<file path="src/rtl/cordic_div_ctrl.sv">
// cordic_div_ctrl: iterative linear-mode CORDIC divider, quotient = y/x * 64.
// One iteration per cycle, using an external combinational LUT (64>>addr).
// Ports:
//   clk, rst          clock, async active-high reset
//   start, x_in, y_in request a divide (accepted when idle), divisor, dividend
//   lut_addr, lut_val LUT address (iteration index) and the LUT data it returns
//   busy, done        iterating; one-cycle completion pulse
//   quotient          signed result, 6 fractional bits, held until next result
//   div_by_zero       last accepted divisor was zero
module cordic_div_ctrl #(
  parameter int ITER = 7,
  parameter int W    = 16
) (
  input  logic         clk,
  input  logic         rst,
  input  logic         start,
  input  logic [W-1:0] x_in,
  input  logic [W-1:0] y_in,
  output logic [2:0]   lut_addr,
  input  logic [W-1:0] lut_val,
  output logic         busy,
  output logic         done,
  output logic [W-1:0] quotient,
  output logic         div_by_zero
);

  localparam logic [1:0] S_IDLE = 2'd0;
  localparam logic [1:0] S_ITER = 2'd1;
  localparam logic [1:0] S_DONE = 2'd2;

  logic [1:0]          state;
  logic [2:0]          i;
  logic signed [W-1:0] x, z, q;
  logic signed [W+1:0] y;       // two guard bits: the residual can reach ~2|x|
  logic signed [W+1:0] xe, sx, y_nxt;
  logic signed [W-1:0] z_nxt;
  logic                same, last, can_start;

  assign xe    = {{2{x[W-1]}}, x};
  assign sx    = xe >>> i;
  // y == 0 counts as non-negative, so only the sign bits are compared
  assign same  = (y[W+1] == x[W-1]);
  assign y_nxt = same ? y - sx : y + sx;
  assign z_nxt = same ? z + $signed(lut_val) : z - $signed(lut_val);
  assign last  = (i == 3'(ITER-1));

  // The DONE cycle also serves as the first idle cycle: a start seen there is
  // taken at the edge that leaves DONE, which gives back-to-back divides an
  // 8-cycle cadence. The result is already registered, so nothing in flight
  // is disturbed.
  assign can_start = (state == S_IDLE) || (state == S_DONE);

  always_ff @(posedge clk or posedge rst) begin
    if (rst) begin
      state       <= S_IDLE;
      i           <= '0;
      x           <= '0;
      y           <= '0;
      z           <= '0;
      q           <= '0;
      div_by_zero <= 1'b0;
    end else begin
      case (state)
        S_ITER: begin
          y <= y_nxt;
          z <= z_nxt;
          if (last) begin
            q     <= z_nxt;
            i     <= '0;
            state <= S_DONE;
          end else begin
            i <= i + 3'd1;
          end
        end
        S_IDLE, S_DONE: begin
          if (start && can_start) begin
            if (x_in == '0) begin
              div_by_zero <= 1'b1;
              q           <= '0;
              state       <= S_DONE;
            end else begin
              x           <= x_in;
              y           <= {{2{y_in[W-1]}}, y_in};
              z           <= '0;
              i           <= '0;
              div_by_zero <= 1'b0;
              state       <= S_ITER;
            end
          end else begin
            state <= S_IDLE;
          end
        end
        default: state <= S_IDLE;
      endcase
    end
  end

  assign busy     = (state == S_ITER);
  assign done     = (state == S_DONE);
  assign lut_addr = busy ? i : 3'd0;
  assign quotient = q;

endmodule

</file>
<file path="config.mk">
export PLATFORM = sky130hd
export DESIGN_NAME = cordic_div_ctrl
export DESIGN_NICKNAME = d
export VERILOG_FILES = /design/src/rtl/cordic_div_ctrl.sv
export SDC_FILE = /design/constraint.sdc
export NUM_CORES = 1
export LEC_CHECK = 0
export CAP_MARGIN = 30
export CORE_MARGIN = 3
export CORE_UTILIZATION = 30
export DETAILED_ROUTE_END_ITERATION = 12
export PLACE_DENSITY_LB_ADDON = 0.08
export SLEW_MARGIN = 20
export SYNTH_ARGS = -nofsm -noshare
export SYNTH_HDL_FRONTEND = slang
export SYNTH_SLANG_ARGS = --single-unit
</file>
<file path="constraint.sdc">
create_clock -name clk -period 4.45 [get_ports clk]
set_input_delay 1.335 -clock clk [delete_from_list [all_inputs] [get_ports clk]]
set_output_delay 1.335 -clock clk [all_outputs]
set_load 0.02 [all_outputs]
</file>
==> summary by stage, run 1 <==
Place
Before CTS, the worst setup slack after placement is -56.18 ps. The congestion estimate from routability-driven global placement came to 0.8156. Buffers placed on the I/O ports in this run total 72. After legalization and detailed placement, the total HPWL measured 13110 µm. The placement-stage cell area is 0.007158 mm².

Critical path
Walking the worst path, the cells encountered are buf_12, mux2i_2, mux4_2, ha_1, o2111a_1, a21oi_1, xor2_1, ha_1, and3_1, and3_1, a2111o_1, a211o_1, a31oi_1, xor2_1, o21ai_1. The setup path with the least slack is of type reg -> reg. STA puts the critical path data arrival time at 4400 ps. The maximum net fanout on the critical path is 33. The maximum single-stage delay on the critical path is 510 ps. The launching element of the worst setup path is i[1]. The required time reported for the critical path endpoint is 4660 ps.

The kind of cell with the highest combined delay along the critical path is compound AO/OA/AOI/OAI gates. The worst reg-to-reg setup slack is 260 ps. The kind of capture point of the worst setup path is a flop. The critical register-to-register path startpoint is i[1].

Counting both buffers and inverters, the worst setup path holds a total of 1. The launching element type of the critical path is a flop. The largest individual stage delay along the critical path comes from the cell sky130_fd_sc_hd__mux4_2.

Floorplanning
In this run the standard cell core region covers 0.01902 mm². The width of the die is 146.4 µm. The die covers 0.02142 mm². The starting density of the core is 31.08%. The number of top-level pins is 73. The number of rows created at floorplan is 50.

The floorplan die height is 146.4 µm.

Logic synthesis
The net count after synthesis is 764. Yosys mapped a number of flops with a built-in enable equal to 0. The most used flip-flop cell after synthesis is sky130_fd_sc_hd__dfrtp_1. The netlist uses 64 different library cells. The proportion of synthesized chip area in sequential cells is 30.48%. The fraction of synthesis flops using an asynchronous set or reset pin is 100.0%. The synthesized flop and latch total is 72. The instance count of the mapped netlist is 677. The post-synthesis area per instance is 8.731 µm². The Yosys warning count is 0. The summed instance area of the synthesized netlist is 0.005911 mm².

Routing
The wire length per cell after detailed routing is 16.51 µm. The violation count after the first detailed-route iteration is 242. The pre-antenna-repair detailed-routing pass consisted of 4 iterations. The average vias per placed instance is 5.119.

For this block, the via count after detailed routing is 5293. For this run, design rule violations remaining after detail routing come to 0. The count of nets left with antenna violations once routing finished came out at 0. Wires add up to 17070 µm.

STA
The count of final hold-check violations is 0. Derived from the worst setup path, the maximum achievable clock frequency is 238.8 MHz. Setup violations remaining at the end of the flow were counted as 0. Setup slack on the critical path of the routed design comes to 262.2 ps.

The max-slew violation total from the final report came to 0. The headroom to the max-slew limit is 47.76%. For the pin with the worst max-slew slack, the measured transition is 780.7 ps. Setup repair after global routing left no endpoint under its margin.

The final cycle utilization of the critical path is 94.11%. The post-route minimum period is 4188 ps. On the final layout, the worst clock skew is 7.604 ps.

Clock network
The clock passes through at most 2 buffers. The number of gates resized after CTS was 0. The number of levels the H-tree was split into is 3. The tree built by TritonCTS fans out to 72 sinks. The clock transition at the registers of the reported paths is 60 ps.

TritonCTS built the clock tree. In this run, CTS created clock tree buffers numbering 9. Clock tree synthesis selected as its root buffer the cell sky130_fd_sc_hd__clkbuf_16. The total of hold buffers inserted after clock tree synthesis is 0. Once the clock tree was built, the setup fixing pass inserted 0 buffers. At the later pin of the worst-skew pair, clock insertion delay measures 340 ps.

GRT
The largest net degree at the start of global routing is 46. The first-pass GRT wire length is 28460 µm. The number of antenna violations at the first check in global routing came to 0. Global routing used 16.43% of the available tracks across all layers.

The total congestion overflow after global routing is 0. The via count of the first global-routing pass is 5501.

Cells and area
The layout cell share with drive strength beyond 1 is 13.18%. Relative to the synthesized area, the layout overhead comes to 26.86%. Cells fill 39.43% of the core in the end. After routing the design area is 0.007498 mm². The filler cells instantiated in the layout total 1935. The number of antenna diodes in the final layout is 0. For this run, the post-layout net count is 856.

Run
Max-cap violations in this run came to 0.

Min path
The worst hold path belongs to the class reg -> reg. In this run the most critical hold path is launched from quotient[3].

Run status
The run finished with clean final reports.
[cell usage in the layout, fill, tap and decap left out, drive strengths merged, types with 9 or more instances in the layout]
master and instances:
buf 40, and2 9, ha 34, xor2 27, clkdlybuf4s50 72, a21oi 46, nor2b 10, nor3 17
mux2 28, o21ai 60, mux2i 29, nand2 72, o31ai 12, dfrtp 72, nand2b 12, a31oi 14
nor2 41, inv 30, clkbuf 14, xnor2 20
[cell usage after synthesis, types with 14 or more instances]
library cell | count | area [µm²]
sky130_fd_sc_hd__a21oi_1 | 46 | 230.2
sky130_fd_sc_hd__a31oi_1 | 14 | 87.58
sky130_fd_sc_hd__clkbuf_1 | 23 | 86.33
sky130_fd_sc_hd__dfrtp_1 | 72 | 1802
sky130_fd_sc_hd__ha_1 | 34 | 425.4
sky130_fd_sc_hd__inv_1 | 30 | 112.6
sky130_fd_sc_hd__mux2_2 | 26 | 292.8
sky130_fd_sc_hd__mux2i_1 | 28 | 280.3
sky130_fd_sc_hd__nand2_1 | 72 | 270.3
sky130_fd_sc_hd__nor2_1 | 41 | 153.9
sky130_fd_sc_hd__nor3_1 | 17 | 85.08
sky130_fd_sc_hd__o21ai_0 | 59 | 295.3
sky130_fd_sc_hd__xnor2_1 | 20 | 175.2
sky130_fd_sc_hd__xor2_1 | 27 | 236.5
[sequential cells by signal, indices dropped and copies added, names as in the netlist]
register	flops
div_by_zero	1
i	3
y	18
state	2
z	16
x	16
quotient	16
[routing by layer]
layer / global-route usage (%) / vias up / wire [µm]
met1: 20.26 / 2543 / 7736
met4: 3.951 / 0 / 223
li1: - / 2650 / -
met3: 3.290 / 15 / 548
met2: 29.47 / 85 / 8564
met5: 0 / - / 0
[worst register-to-register path: stages (launching register included)]
cell and delay, ps:
sky130_fd_sc_hd__dfrtp_1 390, sky130_fd_sc_hd__buf_12 180, sky130_fd_sc_hd__mux2i_2 200, sky130_fd_sc_hd__mux4_2 510
sky130_fd_sc_hd__ha_1 260, sky130_fd_sc_hd__o2111a_1 220, sky130_fd_sc_hd__a21oi_1 180, sky130_fd_sc_hd__xor2_1 190
sky130_fd_sc_hd__ha_1 310, sky130_fd_sc_hd__and3_1 220, sky130_fd_sc_hd__and3_1 200, sky130_fd_sc_hd__a2111o_1 460
sky130_fd_sc_hd__a211o_1 270, sky130_fd_sc_hd__a31oi_1 220, sky130_fd_sc_hd__xor2_1 160, sky130_fd_sc_hd__o21ai_1 100
[cell type report]
class	instances	area [µm²]	area share, %
flip-flops and latches	72	1803	24.04
clock buffers	14	274.0	3.654
clock inverters	2	60.06	0.8009
inverters	31	116.4	1.552
well taps	260	325.3	4.338
multi-input cells	543	3874	51.66
repair buffers	112	1046	13.95
[final timing paths]
check / end / depth (start not counted)
min: quotient[3] / 2
max reg2reg: y[17] / 15
min reg2reg: quotient[3] / 2
max: y[17] / 15
min in group asynchronous: div_by_zero / 2
max in group asynchronous: y[5] / 3
[per-stage QoR]
step	hold WS, ps	std cells	TNS, ps
final	475.9	1034	0
after global routing	515.6	1034	0
after CTS	483.1	1034	0
after detailed placement	469.6	1018	-90.23
after global placement	462.6	1018	-8.739
after floorplan	449.8	677	0
[cell families (layout without fill, tap and decap cells)]
| kind of cell | after synthesis | after routing | synth area share (%) |
|---|---|---|---|
| fa+ha+maj | 36 | 36 | 7.875 |
| simple gates | 200 | 200 | 16.41 |
| buf+inv | 62 | 159 | 4.361 |
| flops | 72 | 72 | 30.48 |
| xor+xnor | 47 | 47 | 6.965 |
| compound gates | 197 | 197 | 21.25 |
| mux | 63 | 63 | 12.66 |
Power of run 1 is left out: the tool's default activity adds up to more than one toggle a clock period on the data nets, which glitch-free logic cannot reach.
==> inputs of run 2 (changes only) <==
Settings changed: TNS_END_PERCENT set to 1.
==> results of run 2 <==
The final DEF is identical to that of run 1; final timing and power are the same.
Power of run 2 is left out for the same reason.
==> RTL change 1, RTL diff (config.mk and constraints of run 2) <==
The parameter `W` goes from 16 to 32.
--- a/src/rtl/cordic_div_ctrl.sv
+++ b/src/rtl/cordic_div_ctrl.sv
@@ -9,7 +9,7 @@
 //   div_by_zero       last accepted divisor was zero
 module cordic_div_ctrl #(
   parameter int ITER = 7,
-  parameter int W    = 16
+  parameter int W    = 32
 ) (
   input  logic         clk,
   input  logic         rst,
Interface: changed (resized lut_val, quotient, x_in and y_in); port bits go from 73 to 137. The function was not compared with the original's and may differ.
==> RTL change 1 against run 2 <==
- the flow now finishes with violations (setup timing)
- via count increased by 120%
- core utilization grew 7.0 points
- sequential cell count rose by 64
- area after synthesis is 93% higher
- worst setup slack got worse by 780 ps
- fmax shrank 16%
- cell area grew 130%
- routed wire length up 130%
- critical endpoint is now z[31]$_DFFE_PP0P_
Power is not shown: default switching activity piles up to over one toggle a cycle in this logic, so the estimate is an artifact.
==> RTL change 1: results (changes against run 2) <==
- Critical path peak fanout: 5 (-85%)
- Number of flip-flops under the largest register name: 34 (+16)
- Violations in the final reports: setup timing
- Non-clock inverter count: 40 (+29%)
- Final setup margin: -514 ps (-776 ps)
- Met3 routed wirelength: 1070 µm (+95%)
- Total Routing Usage GR: 0.192 (+0.0278)
- Met1 Track Usage GR: 0.264 (+0.0610)
- Number of placement rows: 70 (+40%)
- Share of the final layout cell area in multi-input gates: 0.484 (-0.0330)
- Data arrival time of the worst path: 5300 ps (+900 ps)
- Worst-skew pair later-pin latency: 450 ps (+110 ps)
- Outcome: complete, but fails checks
- Total number of vias: 11542 (+120%)
- Worst setup timing slack at the placement stage: -1580 ps (-1520 ps)
- Filler cell count: 3681 (+90%)
- Final count of negative-setup-slack endpoints: 37 (+37)
- Count of buffers from port buffering: 136 (+89%)
- Nets@finish: 1958 (+130%)
- End point of the critical path: z[31]$_DFFE_PP0P_
- Worst reg2reg setup slack: -480 ps (-740 ps)
- Relative area of clock buffers and inverters in the final design: 0.0327 (-0.0118)
- Setup Total Neg Slack: -10420 ps (-10420 ps)
- Area after detailed placement: 0.0158 mm² (+120%)
- Avg Inst Size Synth: 8.49 µm² (-2.8%)
- Deepest level of the CTS H-tree: 4 (+1)
- Layout Skew: 14.4 ps (+6.77 ps)
- Area of combinational cells with multiple inputs: 0.00832 mm² (+110%)
[RTL change 1: cell types whose count changed after synthesis, moves of 32 or more]
cell,delta
sky130_fd_sc_hd__xnor2_1,+49
sky130_fd_sc_hd__o21ai_0,+73
sky130_fd_sc_hd__a21oi_1,+59
sky130_fd_sc_hd__dfrtp_1,+64
sky130_fd_sc_hd__nor2_1,+63
sky130_fd_sc_hd__ha_1,+32
sky130_fd_sc_hd__nand2_1,+70
[RTL change 1: critical path: stages]
cell	delay (ps)
sky130_fd_sc_hd__buf_2	110
sky130_fd_sc_hd__or4_4	500
sky130_fd_sc_hd__or4_4	460
sky130_fd_sc_hd__or3_4	390
sky130_fd_sc_hd__or3_4	370
sky130_fd_sc_hd__nor4_4	230
sky130_fd_sc_hd__buf_4	150
sky130_fd_sc_hd__buf_4	120
sky130_fd_sc_hd__a21oi_1	70
sky130_fd_sc_hd__xor2_1	160
sky130_fd_sc_hd__ha_1	290
sky130_fd_sc_hd__a21o_1	220
sky130_fd_sc_hd__a211oi_2	220
sky130_fd_sc_hd__nor2_1	80
sky130_fd_sc_hd__nor3_1	140
sky130_fd_sc_hd__a21oi_1	100
sky130_fd_sc_hd__xnor2_1	150
sky130_fd_sc_hd__a22o_1	200
[RTL change 1: cells by family (layout without fill, tap and decap cells)]
logic type | count (synthesis) | count (layout) | synth area share
multiplexers | 111 | 111 | 0.112
AND/OR/NAND/NOR | 415 | 415 | 0.173
buffers and inverters | 103 | 563 | 0.0360
adder cells (fa/ha/maj) | 68 | 68 | 0.0759
AO/OA/AOI/OAI | 408 | 408 | 0.225
XOR/XNOR | 103 | 103 | 0.0797
flip-flops | 136 | 136 | 0.298
==> RTL change 2, RTL diff (config.mk and constraints of run 2) <==
Without the edit above. Reset style: synchronous (`rst`), changed in one clocked block. Comments in the files are not updated.
--- a/src/rtl/cordic_div_ctrl.sv
+++ b/src/rtl/cordic_div_ctrl.sv
@@ -50,7 +50,7 @@
   // is disturbed.
   assign can_start = (state == S_IDLE) || (state == S_DONE);
 
-  always_ff @(posedge clk or posedge rst) begin
+  always_ff @(posedge clk) begin
     if (rst) begin
       state       <= S_IDLE;
       i           <= '0;
Function: differs if rst is asserted again (counterexample within 4 cycles, from zero or initial values and one cycle with rst high); with rst held inactive, the same outputs for 4 cycles.
==> RTL change 2 against run 2 <==
- non-clock buffer count rose by 21
- area after synthesis fell by 1.4%
- clock skew fell by 1.4 ps
- routed wire length rose by 6.2%
- worst setup slack improved by 29 ps
- sequential cell count did not move
- cell area fell by 0.25%
- highest routed layer unchanged
Power is left out: it rests on default switching activity, and per cell area and clock period it moved more than threefold.
==> RTL change 2: results (changes against run 2) <==
- Total Routing Usage GR: 0.172 (+0.00726)
- Count of buffers from port buffering: 72 (unchanged)
- Share of post-route cells with drive strength above 1: 0.143 (+0.0109)
- Final clock period utilization by the worst path: 0.935 (-0.00656)
- Number of global-route vias before repair: 5740 (+4.3%)
- Worst reg2reg endpoint: y[17]$_SDFFE_PP0P_
- Diode insertion count for antenna repair: 0 (unchanged)
- HPWL after detailed placement: 13700 µm (+4.7%)
- Vias per Instance: 5.15 (+0.55%)
- Initial DRC count: 307 (+27%)
- Worst reg2reg setup slack: 290 ps (+30 ps)
- Data arrival time of the worst path: 4400 ps (about the same)
- Library cells used by synthesis: 76 (+19%)
- Kind of end point of the critical path: register
- Layout Skew: 6.25 ps (-1.36 ps)
- Wire length of the first global-routing pass: 29700 µm (+4.4%)
- Global placer's final weighted congestion: 0.923 (+13%)
- Worst setup timing slack at the placement stage: -86.2 ps (-30.1 ps)
- Avg WL per Cell: 16.4 µm (-0.86%)
- Deepest level of the CTS H-tree: 3 (unchanged)
- Max-Slew Margin vs Limit: 0.388 (-0.0895)
- Most used standard cells in the synthesized netlist: 88 x sky130_fd_sc_hd__nand2_1, 80 x sky130_fd_sc_hd__nor2_1, 72 x sky130_fd_sc_hd__dfxtp_1
- Hold path depth: 2 (unchanged)
- Sequential element share of the synthesized area: 0.247 (-0.0575)
- Initial antenna violation count: 0 (unchanged)
- Clock root cell: sky130_fd_sc_hd__clkbuf_16
- Area after detailed placement: 0.00715 mm² (-0.10%)
- Longest Clk Path Bufs: 2 (unchanged)
- Share of flip-flops with an asynchronous set or reset after synthesis: 0 (-1.00)
- Nets@finish: 931 (+8.8%)
- Type of the tightest min-delay check: register to register
- CP startpoint: i[0]$_SDFFE_PP0P_
- Portion of synthesized cell area occupied by the leading cell type: 0.247 (-0.0575)
- 1st-pass router iterations: 5 (+1)
- Number of flip-flops under the largest register name: 18 (unchanged)
- Clock-pin slew on the worst setup and hold paths: 60 ps (about the same)
- Maximum number of pins on one net before global-route repair: 42 (-8.7%)
- Critical path peak fanout: 15 (-55%)
- Number of cell instances on the worst register-to-register path: 19 (+4)
- Leading cell types by total area after synthesis: sky130_fd_sc_hd__dfxtp_1 25%, sky130_fd_sc_hd__ha_1 7.3%, sky130_fd_sc_hd__a21oi_1 5.8%
- Yosys synthesis warning count: 0 (unchanged)
- Worst-skew pair later-pin latency: 340 ps (about the same)
- Nets in the synthesized netlist: 830 (+8.6%)
- Register name with the most flops: y
- Outcome: completed
- Post-synth top flop: sky130_fd_sc_hd__dfxtp_1
## RTL change 2: stage by stage
stage,util,instances,setup TNS (ps)
6_report,0.396,1108,0
5_1_grt,0.396,1108,-110
4_1_cts,0.394,1107,0
3_5_place_dp,0.378,1092,-281
3_3_place_gp,0.378,1092,0
2_1_floorplan,-,743,0
## RTL change 2: cell families after synthesis
group                    count (synthesis)  synth area share
buffers and inverters                   66            0.0485
XOR/XNOR                                53            0.0797
AO/OA/AOI/OAI                          205             0.235
flip-flops                              72             0.247
multiplexers                            41            0.0895
adder cells (fa/ha/maj)                 36            0.0799
AND/OR/NAND/NOR                        270             0.220
## RTL change 2: critical path: stages (launching register included)
cell and delay (ps):
sky130_fd_sc_hd__dfxtp_4 410, sky130_fd_sc_hd__nand2b_1 200, sky130_fd_sc_hd__and2_1 190, sky130_fd_sc_hd__mux4_2 500
sky130_fd_sc_hd__ha_1 230, sky130_fd_sc_hd__o41ai_1 110, sky130_fd_sc_hd__or2_1 190, sky130_fd_sc_hd__buf_4 120
sky130_fd_sc_hd__nand2_1 60, sky130_fd_sc_hd__xnor2_1 140, sky130_fd_sc_hd__ha_1 290, sky130_fd_sc_hd__buf_4 120
sky130_fd_sc_hd__a21oi_1 80, sky130_fd_sc_hd__o21ai_0 310, sky130_fd_sc_hd__o41ai_2 90, sky130_fd_sc_hd__buf_4 150
sky130_fd_sc_hd__o21a_1 180, sky130_fd_sc_hd__o31ai_2 290, sky130_fd_sc_hd__xnor2_1 110, sky130_fd_sc_hd__a221oi_1 290
## RTL change 2: timing repair
item,4_1_cts,5_1_grt
setup endpoints to repair,0,5
resized for setup,0,8
hold buffers,0,0
buffers inserted,0,1
## RTL change 2: how the worst min path moves through the flow
stage          slack (ps)                        to                      from
4_1_cts               460  quotient[1]$_SDFFE_PP0P_  quotient[1]$_SDFFE_PP0P_
6_report              450  quotient[1]$_SDFFE_PP0P_  quotient[1]$_SDFFE_PP0P_
5_1_grt               480  quotient[0]$_SDFFE_PP0P_  quotient[0]$_SDFFE_PP0P_
3_3_place_gp          440  quotient[1]$_SDFFE_PP0P_  quotient[1]$_SDFFE_PP0P_
3_5_place_dp          450  quotient[1]$_SDFFE_PP0P_  quotient[1]$_SDFFE_PP0P_
2_1_floorplan         440         x[0]$_SDFFE_PP0P_         x[0]$_SDFFE_PP0P_
## RTL change 2: routing by layer
metal,GRT usage,share of wire
met1,0.224,0.47
met2,0.295,0.48
met3,0.0336,0.035
met4,0.0370,0.014
met5,0,0
## RTL change 2: area by class of cell
type	count	area [µm²]
repair buffers	133	1200
inverters	23	86.3
well taps	260	325
flip-flops and latches	72	1450
fillers	1966	11400
clock buffers	10	239
multi-input cells	605	4130
clock inverters	5	56.3
